<file path="src/rtl/alsu_pipe.sv">
// Two-stage arithmetic/logic/shift unit with valid/ready handshakes on both sides.
// Stage 1 registers the operand bundle; stage 2 computes and holds the result, error state and LED blink.
module alsu_pipe #(
   parameter int    WIDTH          = 3,
   parameter bit    FULL_ADDER     = 1'b1,
   parameter string INPUT_PRIORITY = "A",
   parameter int    LED_W          = 16,
   parameter int    ERR_CNT_W      = 8
) (
   input  logic                   clk,
   input  logic                   rst,
   input  logic                   in_valid,
   output logic                   in_ready,
   input  logic [WIDTH-1:0]       A,
   input  logic [WIDTH-1:0]       B,
   input  logic [2:0]             opcode,
   input  logic                   cin,
   input  logic                   serial_in,
   input  logic                   direction,
   input  logic                   red_op_A,
   input  logic                   red_op_B,
   input  logic                   bypass_A,
   input  logic                   bypass_B,
   output logic                   out_valid,
   input  logic                   out_ready,
   output logic [2*WIDTH-1:0]     out,
   output logic                   err,
   output logic [ERR_CNT_W-1:0]   err_cnt,
   output logic [LED_W-1:0]       leds
);

   localparam int OW    = 2 * WIDTH;
   localparam bit PRI_B = (INPUT_PRIORITY == "B");

   typedef enum logic [2:0] {
      OP_AND = 3'b000,
      OP_XOR = 3'b001,
      OP_ADD = 3'b010,
      OP_MUL = 3'b011,
      OP_SHF = 3'b100,
      OP_ROT = 3'b101
   } op_e;

   typedef struct packed {
      logic [WIDTH-1:0] a;
      logic [WIDTH-1:0] b;
      logic [2:0]       op;
      logic             cin;
      logic             sin;
      logic             dir;
      logic             ra;
      logic             rb;
      logic             ba;
      logic             bb;
   } bundle_t;

   bundle_t          s1;
   logic             s1_valid;
   logic             adv;
   logic             load;
   logic             invalid;
   logic             use_b;
   logic             red_b;
   logic [OW-1:0]    res;
   logic [WIDTH:0]   sum;
   logic [OW-1:0]    prod;

   assign adv      = !out_valid || out_ready;
   assign in_ready = !s1_valid || adv;
   assign load     = s1_valid && adv;

   // ---------------- stage 1: operand capture ----------------
   always_ff @(posedge clk or negedge rst) begin
      if (!rst) begin
         s1       <= '0;
         s1_valid <= 1'b0;
      end else begin
         if (in_ready)
            s1_valid <= in_valid;
         if (in_valid && in_ready)
            s1 <= '{a: A, b: B, op: opcode, cin: cin, sin: serial_in, dir: direction,
                    ra: red_op_A, rb: red_op_B, ba: bypass_A, bb: bypass_B};
      end
   end

   // ---------------- result selection ----------------
   // When both A and B variants are asserted, the B operand wins only under B priority.
   assign use_b = s1.bb && (!s1.ba || PRI_B);
   assign red_b = s1.rb && (!s1.ra || PRI_B);
   assign sum   = {1'b0, s1.a} + {1'b0, s1.b} + {{WIDTH{1'b0}}, FULL_ADDER & s1.cin};
   assign prod  = {{WIDTH{1'b0}}, s1.a} * {{WIDTH{1'b0}}, s1.b};

   always_comb begin
      invalid = 1'b0;
      res     = '0;
      if (s1.op == 3'b110 || s1.op == 3'b111 ||
          ((s1.ra || s1.rb) && s1.op != OP_AND && s1.op != OP_XOR)) begin
         invalid = 1'b1;
      end else if (s1.ba || s1.bb) begin
         res = {{WIDTH{1'b0}}, (use_b ? s1.b : s1.a)};
      end else begin
         case (s1.op)
            OP_AND: begin
               if (s1.ra || s1.rb)
                  res = {{(OW-1){1'b0}}, (red_b ? &s1.b : &s1.a)};
               else
                  res = {{WIDTH{1'b0}}, s1.a & s1.b};
            end
            OP_XOR: begin
               if (s1.ra || s1.rb)
                  res = {{(OW-1){1'b0}}, (red_b ? ^s1.b : ^s1.a)};
               else
                  res = {{WIDTH{1'b0}}, s1.a ^ s1.b};
            end
            OP_ADD: res = {{(WIDTH-1){1'b0}}, sum};
            OP_MUL: res = prod;
            // Shift/rotate act on the held result, whether or not it was consumed.
            OP_SHF: res = s1.dir ? {out[OW-2:0], s1.sin} : {s1.sin, out[OW-1:1]};
            OP_ROT: res = s1.dir ? {out[OW-2:0], out[OW-1]} : {out[0], out[OW-1:1]};
            default: res = '0;
         endcase
      end
   end

   // ---------------- stage 2: result, error tracking, blink ----------------
   always_ff @(posedge clk or negedge rst) begin
      if (!rst) begin
         out       <= '0;
         out_valid <= 1'b0;
         err       <= 1'b0;
         err_cnt   <= '0;
         leds      <= '0;
      end else begin
         if (load) begin
            out       <= invalid ? '0 : res;
            out_valid <= 1'b1;
            err       <= invalid;
            if (invalid && err_cnt != '1)
               err_cnt <= err_cnt + ERR_CNT_W'(1);
         end else if (adv) begin
            out_valid <= 1'b0;
         end
         // Blink runs off the registered flag; a valid load clears it to dark.
         if (err)
            leds <= (load && !invalid) ? '0 : ~leds;
      end
   end

endmodule

</file>
<file path="config.mk">
export PLATFORM = sky130hd
export DESIGN_NAME = alsu_pipe
export DESIGN_NICKNAME = d
export VERILOG_FILES = /design/src/rtl/alsu_pipe.sv
export SDC_FILE = /design/constraint.sdc
export NUM_CORES = 1
export LEC_CHECK = 0
export ABC_AREA = 0
export CORE_MARGIN = 1
export CORE_UTILIZATION = 45
export CTS_CLUSTER_SIZE = 30
export DETAILED_ROUTE_END_ITERATION = 12
export PLACE_DENSITY_LB_ADDON = 0.3
export SYNTH_ARGS = -nofsm -noshare
export SYNTH_HDL_FRONTEND = slang
export SYNTH_SLANG_ARGS = --single-unit
</file>
<file path="constraint.sdc">
create_clock -name clk -period 6.5 [get_ports clk]
set_input_delay 0.65 -clock clk [delete_from_list [all_inputs] [get_ports clk]]
set_output_delay 0.65 -clock clk [all_outputs]
set_load 0.02 [all_outputs]
</file>
# Yosys cells after proc, flatten, opt, wreduce, memory -nomap -nowiden
# Index checks and enable logic that the tools add are counted.
# classes
muxes	15
bitwise_logic	3
multipliers	1
n_eq_ne	9
reduce_logical	27
add_sub_neg	3
# op_table
operator	n
$pmux W6 S6	1
$mux W6	5
$mux W16	1
$not A16 Y16	1
$eq A3 B3 Y1 const B	4
$mux W3	3
$add A8 B1 Y8 const B	1
$logic_and A1 B1 Y1	8
$ne A8 B8 Y1 const B	1
$eq A3 B2 Y1 const B	2
$logic_or A1 B1 Y1	6
$mul A3 B3 Y6	1
$reduce_and A3 Y1	2
$reduce_xor A3 Y1	2
$logic_not A1 Y1	5
$mux W1	5
$add A3 B3 Y4	1
$add A4 B1 Y4	1
$and A3 B3 Y3	1
$eq A3 B1 Y1 const B	1
$logic_not A3 Y1	1
$ne A3 B1 Y1 const B	1
$reduce_bool A3 Y1	1
$xor A3 B3 Y3	1
2 further kinds	2
# totals
register_bits	49
elab_cells	74
out_inout_bits	33
in_bits	20

# Depth between registers and ports, before layout
# logic_depth
ltp_word	8
mapped_depth	9
depth_no_buf	9

# Worst setup path after synthesis
# No wires, ideal clock.
# synth_timing
kind	reg2reg
from	reg s1[11] (netlist name)
to	reg out[3]
n_path_buf	0
synth_period_minus_slack_ns	2.190
arrival_ns	2.069
path_slack_ns	4.310
required_ns	6.379
path_stages_with_launch	9
setup_time_ns	0.121
path_cell_list	dfrtp_1 ha_1 xnor2_1 ha_1 ha_1 fa_1 o21ai_0 o21ai_0 a22o_1
# synth_via
elab_chain_len	6
elab_cells_between_ends	7
cone_classes	add/sub: 2; mul: 1; mux: 4
# synth_lines
item	line	source
from (decl)	57	bundle_t s1;
from (signal assigned)	81	s1 <= '{a: A, b: B, op: opcode, cin: cin, sin: serial_in, dir: direction,
$add A3 B3 Y4	90	assign sum = {1'b0, s1.a} + {1'b0, s1.b} + {{WIDTH{1'b0}}, FULL_ADDER & s1.cin};
$add A4 B1 Y4	90	
$pmux W6 S6 (*)	102	case (s1.op)
$mux W6 (*)	99	end else if (s1.ba || s1.bb) begin
$mux W6 (*)	96	if (s1.op == 3'b110 || s1.op == 3'b111 ||
$mux W6 (*)	135	out <= invalid ? '0 : res;
to (signal assigned)	135	
to (decl)	26	output logic [2*WIDTH-1:0] out,
# Every way passes the cells marked *; elsewhere a longest branch is shown, timed or not.
# A chain may end at the register's enable or synchronous reset.

# Worst setup path after layout
# layout_timing
from	in out_ready
to	out in_ready
# layout_via
elab_chain_len	2
# layout_lines
item	line	source
from (decl)	25	input logic out_ready,
$logic_or A1 B1 Y1	68	assign adv = !out_valid || out_ready;
$logic_or A1 B1 Y1	69	assign in_ready = !s1_valid || adv;
to (decl)	13	output logic in_ready,
# Every way passes these cells.

==> run_results.csv <==
group,metric,value,unit
power_and_ir_drop,comb_power_share,0.425,
critical_path,cp-end-kind,"primary output",
floorplanning,start_util,0.4797,
power_and_ir_drop,clkPwrFrac,0.152,
critical_path,ff2ff_path_depth,8,
logic_synthesis,synth-adder-area-share,0.08229,
logic_synthesis,synth_common_cells,"dfrtp_1, mux2i_1, nand2_1, mux2_2, ha_1",
timing,slew_viol_final,0,
grt,grt_usage,0.1883,
timing,slew_headroom,0.5082,
clock_network,hold_buffers,0,
logic_synthesis,synth_mux_area_frac,0.1771,
clock_network,cts_setup_buffers,0,
placed_design,dp_hpwl,3986,um
logic_synthesis,ys_seq_area_frac,0.4531,
timing,fin_skew,7.037,ps
logic_synthesis,yosysMostFrequentCell,"dfrtp_1",
logic_synthesis,synth_nets,272,
logic_synthesis,avgSynthCellArea,11.47,um2
clock_network,postCtsResizedCells,0,
critical_path,criticalPathCategory,"input port to primary output",
timing,worstMarginPinSlew,735.9,ps
timing,setup_tns,0,ps
placed_design,gp_congestion,0.8128,
floorplanning,pin_count,53,
critical_path,r2r_start,"s1[11]",
timing,min_period,2586,ps
critical_path,crit_arrival,1940,ps
logic_synthesis,synth_top_family_by_area,"multiplexers",
grt,gr-total-overflow,0,
timing,rsz0062_at_grt,"false",
floorplanning,core,5642,um2
grt,grt_pass1_wl,9142,um
grt,grt_pass1_vias,1926,
logic_synthesis,synth_cell_types,49,
logic_synthesis,syn_inst,236,
critical_path,r2r_slack,4070,ps
detailed_routing,vias_per_cell,5.506,
floorplanning,die_h,79.55,um
placed_design,io_buffers,52,
finish,layout-drive-gt1-share,0.1338,
detailed_routing,wl_per_cell,15.41,um
logic_synthesis,synth_compound_area_frac,0.1008,
logic_synthesis,yosysWarningCount,0,
logic_synthesis,synthSimpleGateAreaFrac,0.1137,
timing,hold_viol,0,
grt,grt_max_degree,50,
detailed_routing,drc,0,
power_and_ir_drop,swShare,0.3836,
detailed_routing,drt_iter0_markers,134,
floorplanning,die_area,6328,um2
power_and_ir_drop,ir_worst_vdd,0.1988,mV
critical_path,critPathRequiredTime,5850,ps
min_path,min_path_type,"input port to async pin",
timing,fmax,0.3867,GHz
power_and_ir_drop,p_int,0.0007530,W
finish,fin_nets,319,
detailed_routing,postRouteAntennaNets,0,
clock_network,clk_path_buf_depth,2,
clock_network,clk_pin_slew,90,ps
clock_network,insertion_delay,300,ps
power_and_ir_drop,p_leak,1.458,nW
detailed_routing,routed_wl,5487,um
clock_network,htreeDepth,2,
timing,finalSetupViolations,0,
clock_network,clock-sinks,49,
timing,fin_crit_sh,0.3978,
detailed_routing,firstDrtPassIters,5,
logic_synthesis,ys.flop_type,"dfrtp_1",
grt,antenna_found_initial,0,
logic_synthesis,synth-edff-count,0,
logic_synthesis,yosys.area.top_type,"dfrtp_1",
finish,diodes,0,
power_and_ir_drop,p_seq_frac,0.423,
floorplanning,rows,27,
logic_synthesis,synthTopCellsByArea,"dfrtp_1, mux2_2, mux2i_1",
power_and_ir_drop,switchingPower,0.0004686,W
logic_synthesis,syn_area,2706,um2
logic_synthesis,synthArstFlopShare,1.000,
logic_synthesis,ys_ff_latch,49,
critical_path,cp_max_fo,3,
critical_path,setup.worst_path.start,"out_ready",
clock_network,cts_buffers,5,
power_and_ir_drop,power_density,365.4,nW/um2
finish,area_growth,23.53,%
logic_synthesis,synth_xor_area_frac,0.03560,
critical_path,startpoint_type,"input port",
critical_path,endpoint,"in_ready",
finish,final_util,0.5926,
clock_network,root_buffer,"clkbuf_8",
detailed_routing,vias,1960,
critical_path,r2r-end,"out[4]",
floorplanning,die_w,79.55,um
clock_network,cts_tree,"done",
run_status,run_status,"complete, no violations",
run,maxCapViolCount,0,
logic_synthesis,synth_top_area_frac,0.4531,
flip-flops by register name, indices dropped and copies added, names as in the netlist:
signal and flops:
out_valid 1, err_cnt 8, s1_valid 1, err 1, out 6, s1 16, leds 16
power by group through the flow:
stage	sequential, W	combinational, W	clock, W
floorplan	0.000578	0.000240	0
CTS	0.000518	0.000524	0.000192
finish	0.000517	0.000519	0.000185
detailed placement	0.000525	0.000523	0
global placement	0.000521	0.000512	0
global route	0.000534	0.000563	0.000207
cell families after synthesis:
group | count (synthesis)
AOI/OAI and AO/OA | 35
and+or+nand+nor | 60
DFF | 49
xor gates and xnor gates | 11
adders and majority gates | 16
muxes | 44
buffers and inverters | 21
worst max-delay path: stages:
cell and delay [ps]:
clkdlybuf4s50_1 480, inv_1 70, nand3_1 120, clkdlybuf4s50_1 620
placed cells by master (no fill, tap or decap), types with 3 or more instances in the layout:
| master | count |
|---|---|
| clkdlybuf4s50_1 | 51 |
| nand3_1 | 5 |
| dfrtp_1 | 49 |
| nor3b_1 | 3 |
| nand4_1 | 3 |
| nor2_1 | 7 |
| nor4_1 | 3 |
| and2_1 | 4 |
| a21oi_1 | 5 |
| o21ai_0 | 7 |
| ha_1 | 13 |
| nand2_1 | 22 |
| mux2_2 | 21 |
| xnor2_1 | 4 |
| fa_1 | 3 |
| clkbuf_8 | 5 |
| inv_1 | 8 |
| mux2i_1 | 22 |
| nand2b_1 | 3 |
| a211oi_1 | 3 |
| nor3_1 | 4 |
| xor2_1 | 7 |
area by class of cell:
| type | instances | area [um2] |
|---|---|---|
| clock inverters | 3 | 26.28 |
| fillers | 483 | 2298 |
| inverters | 8 | 30.03 |
| multi-input cells | 166 | 1379 |
| repair buffers | 53 | 523.0 |
| well taps | 72 | 90.09 |
| clock buffers | 5 | 68.82 |
| flip-flops and latches | 49 | 1226 |
worst min path at each step:
| stage | slack [ps] | from | depth (start not counted) | to |
|---|---|---|---|---|
| 2_1_floorplan | 350 | rst | 0 | err |
| 3_3_place_gp | 460 | leds[0] | 1 | leds[0] |
| 3_5_place_dp | 470 | leds[14] | 1 | leds[14] |
| 4_1_cts | 450 | rst | 2 | leds[4] |
| 5_1_grt | 460 | rst | 2 | leds[4] |
| 6_report | 430 | rst | 2 | out[3] |
through the flow:
stage                     std cells  hold WS [ps]  total power [W]  setup WS [ps]  cell area, um2
after CTS                       356         451.5         0.001234           3926            3343
after detailed placement        348         466.0         0.001048           3926            3248
after global placement          348         458.8         0.001033           3948            3248
after floorplan                 236         354.4        0.0008178           4310            2706
after global routing            356         464.5         0.001304           3857            3343
final                           356         425.5         0.001222           3914            3343
routing by layer:
| metal | vias up | wire, um | global-route usage |
|---|---|---|---|
| met1 | 959 | 2541 | 0.2563 |
| met5 | - | 0 | 0 |
| met2 | 60 | 2672 | 0.3034 |
| li1 | 935 | - | - |
| met4 | 0 | 57 | 0.04727 |
| met3 | 6 | 215 | 0.04114 |
No activity file was read; power rests on OpenSTA's default activity.
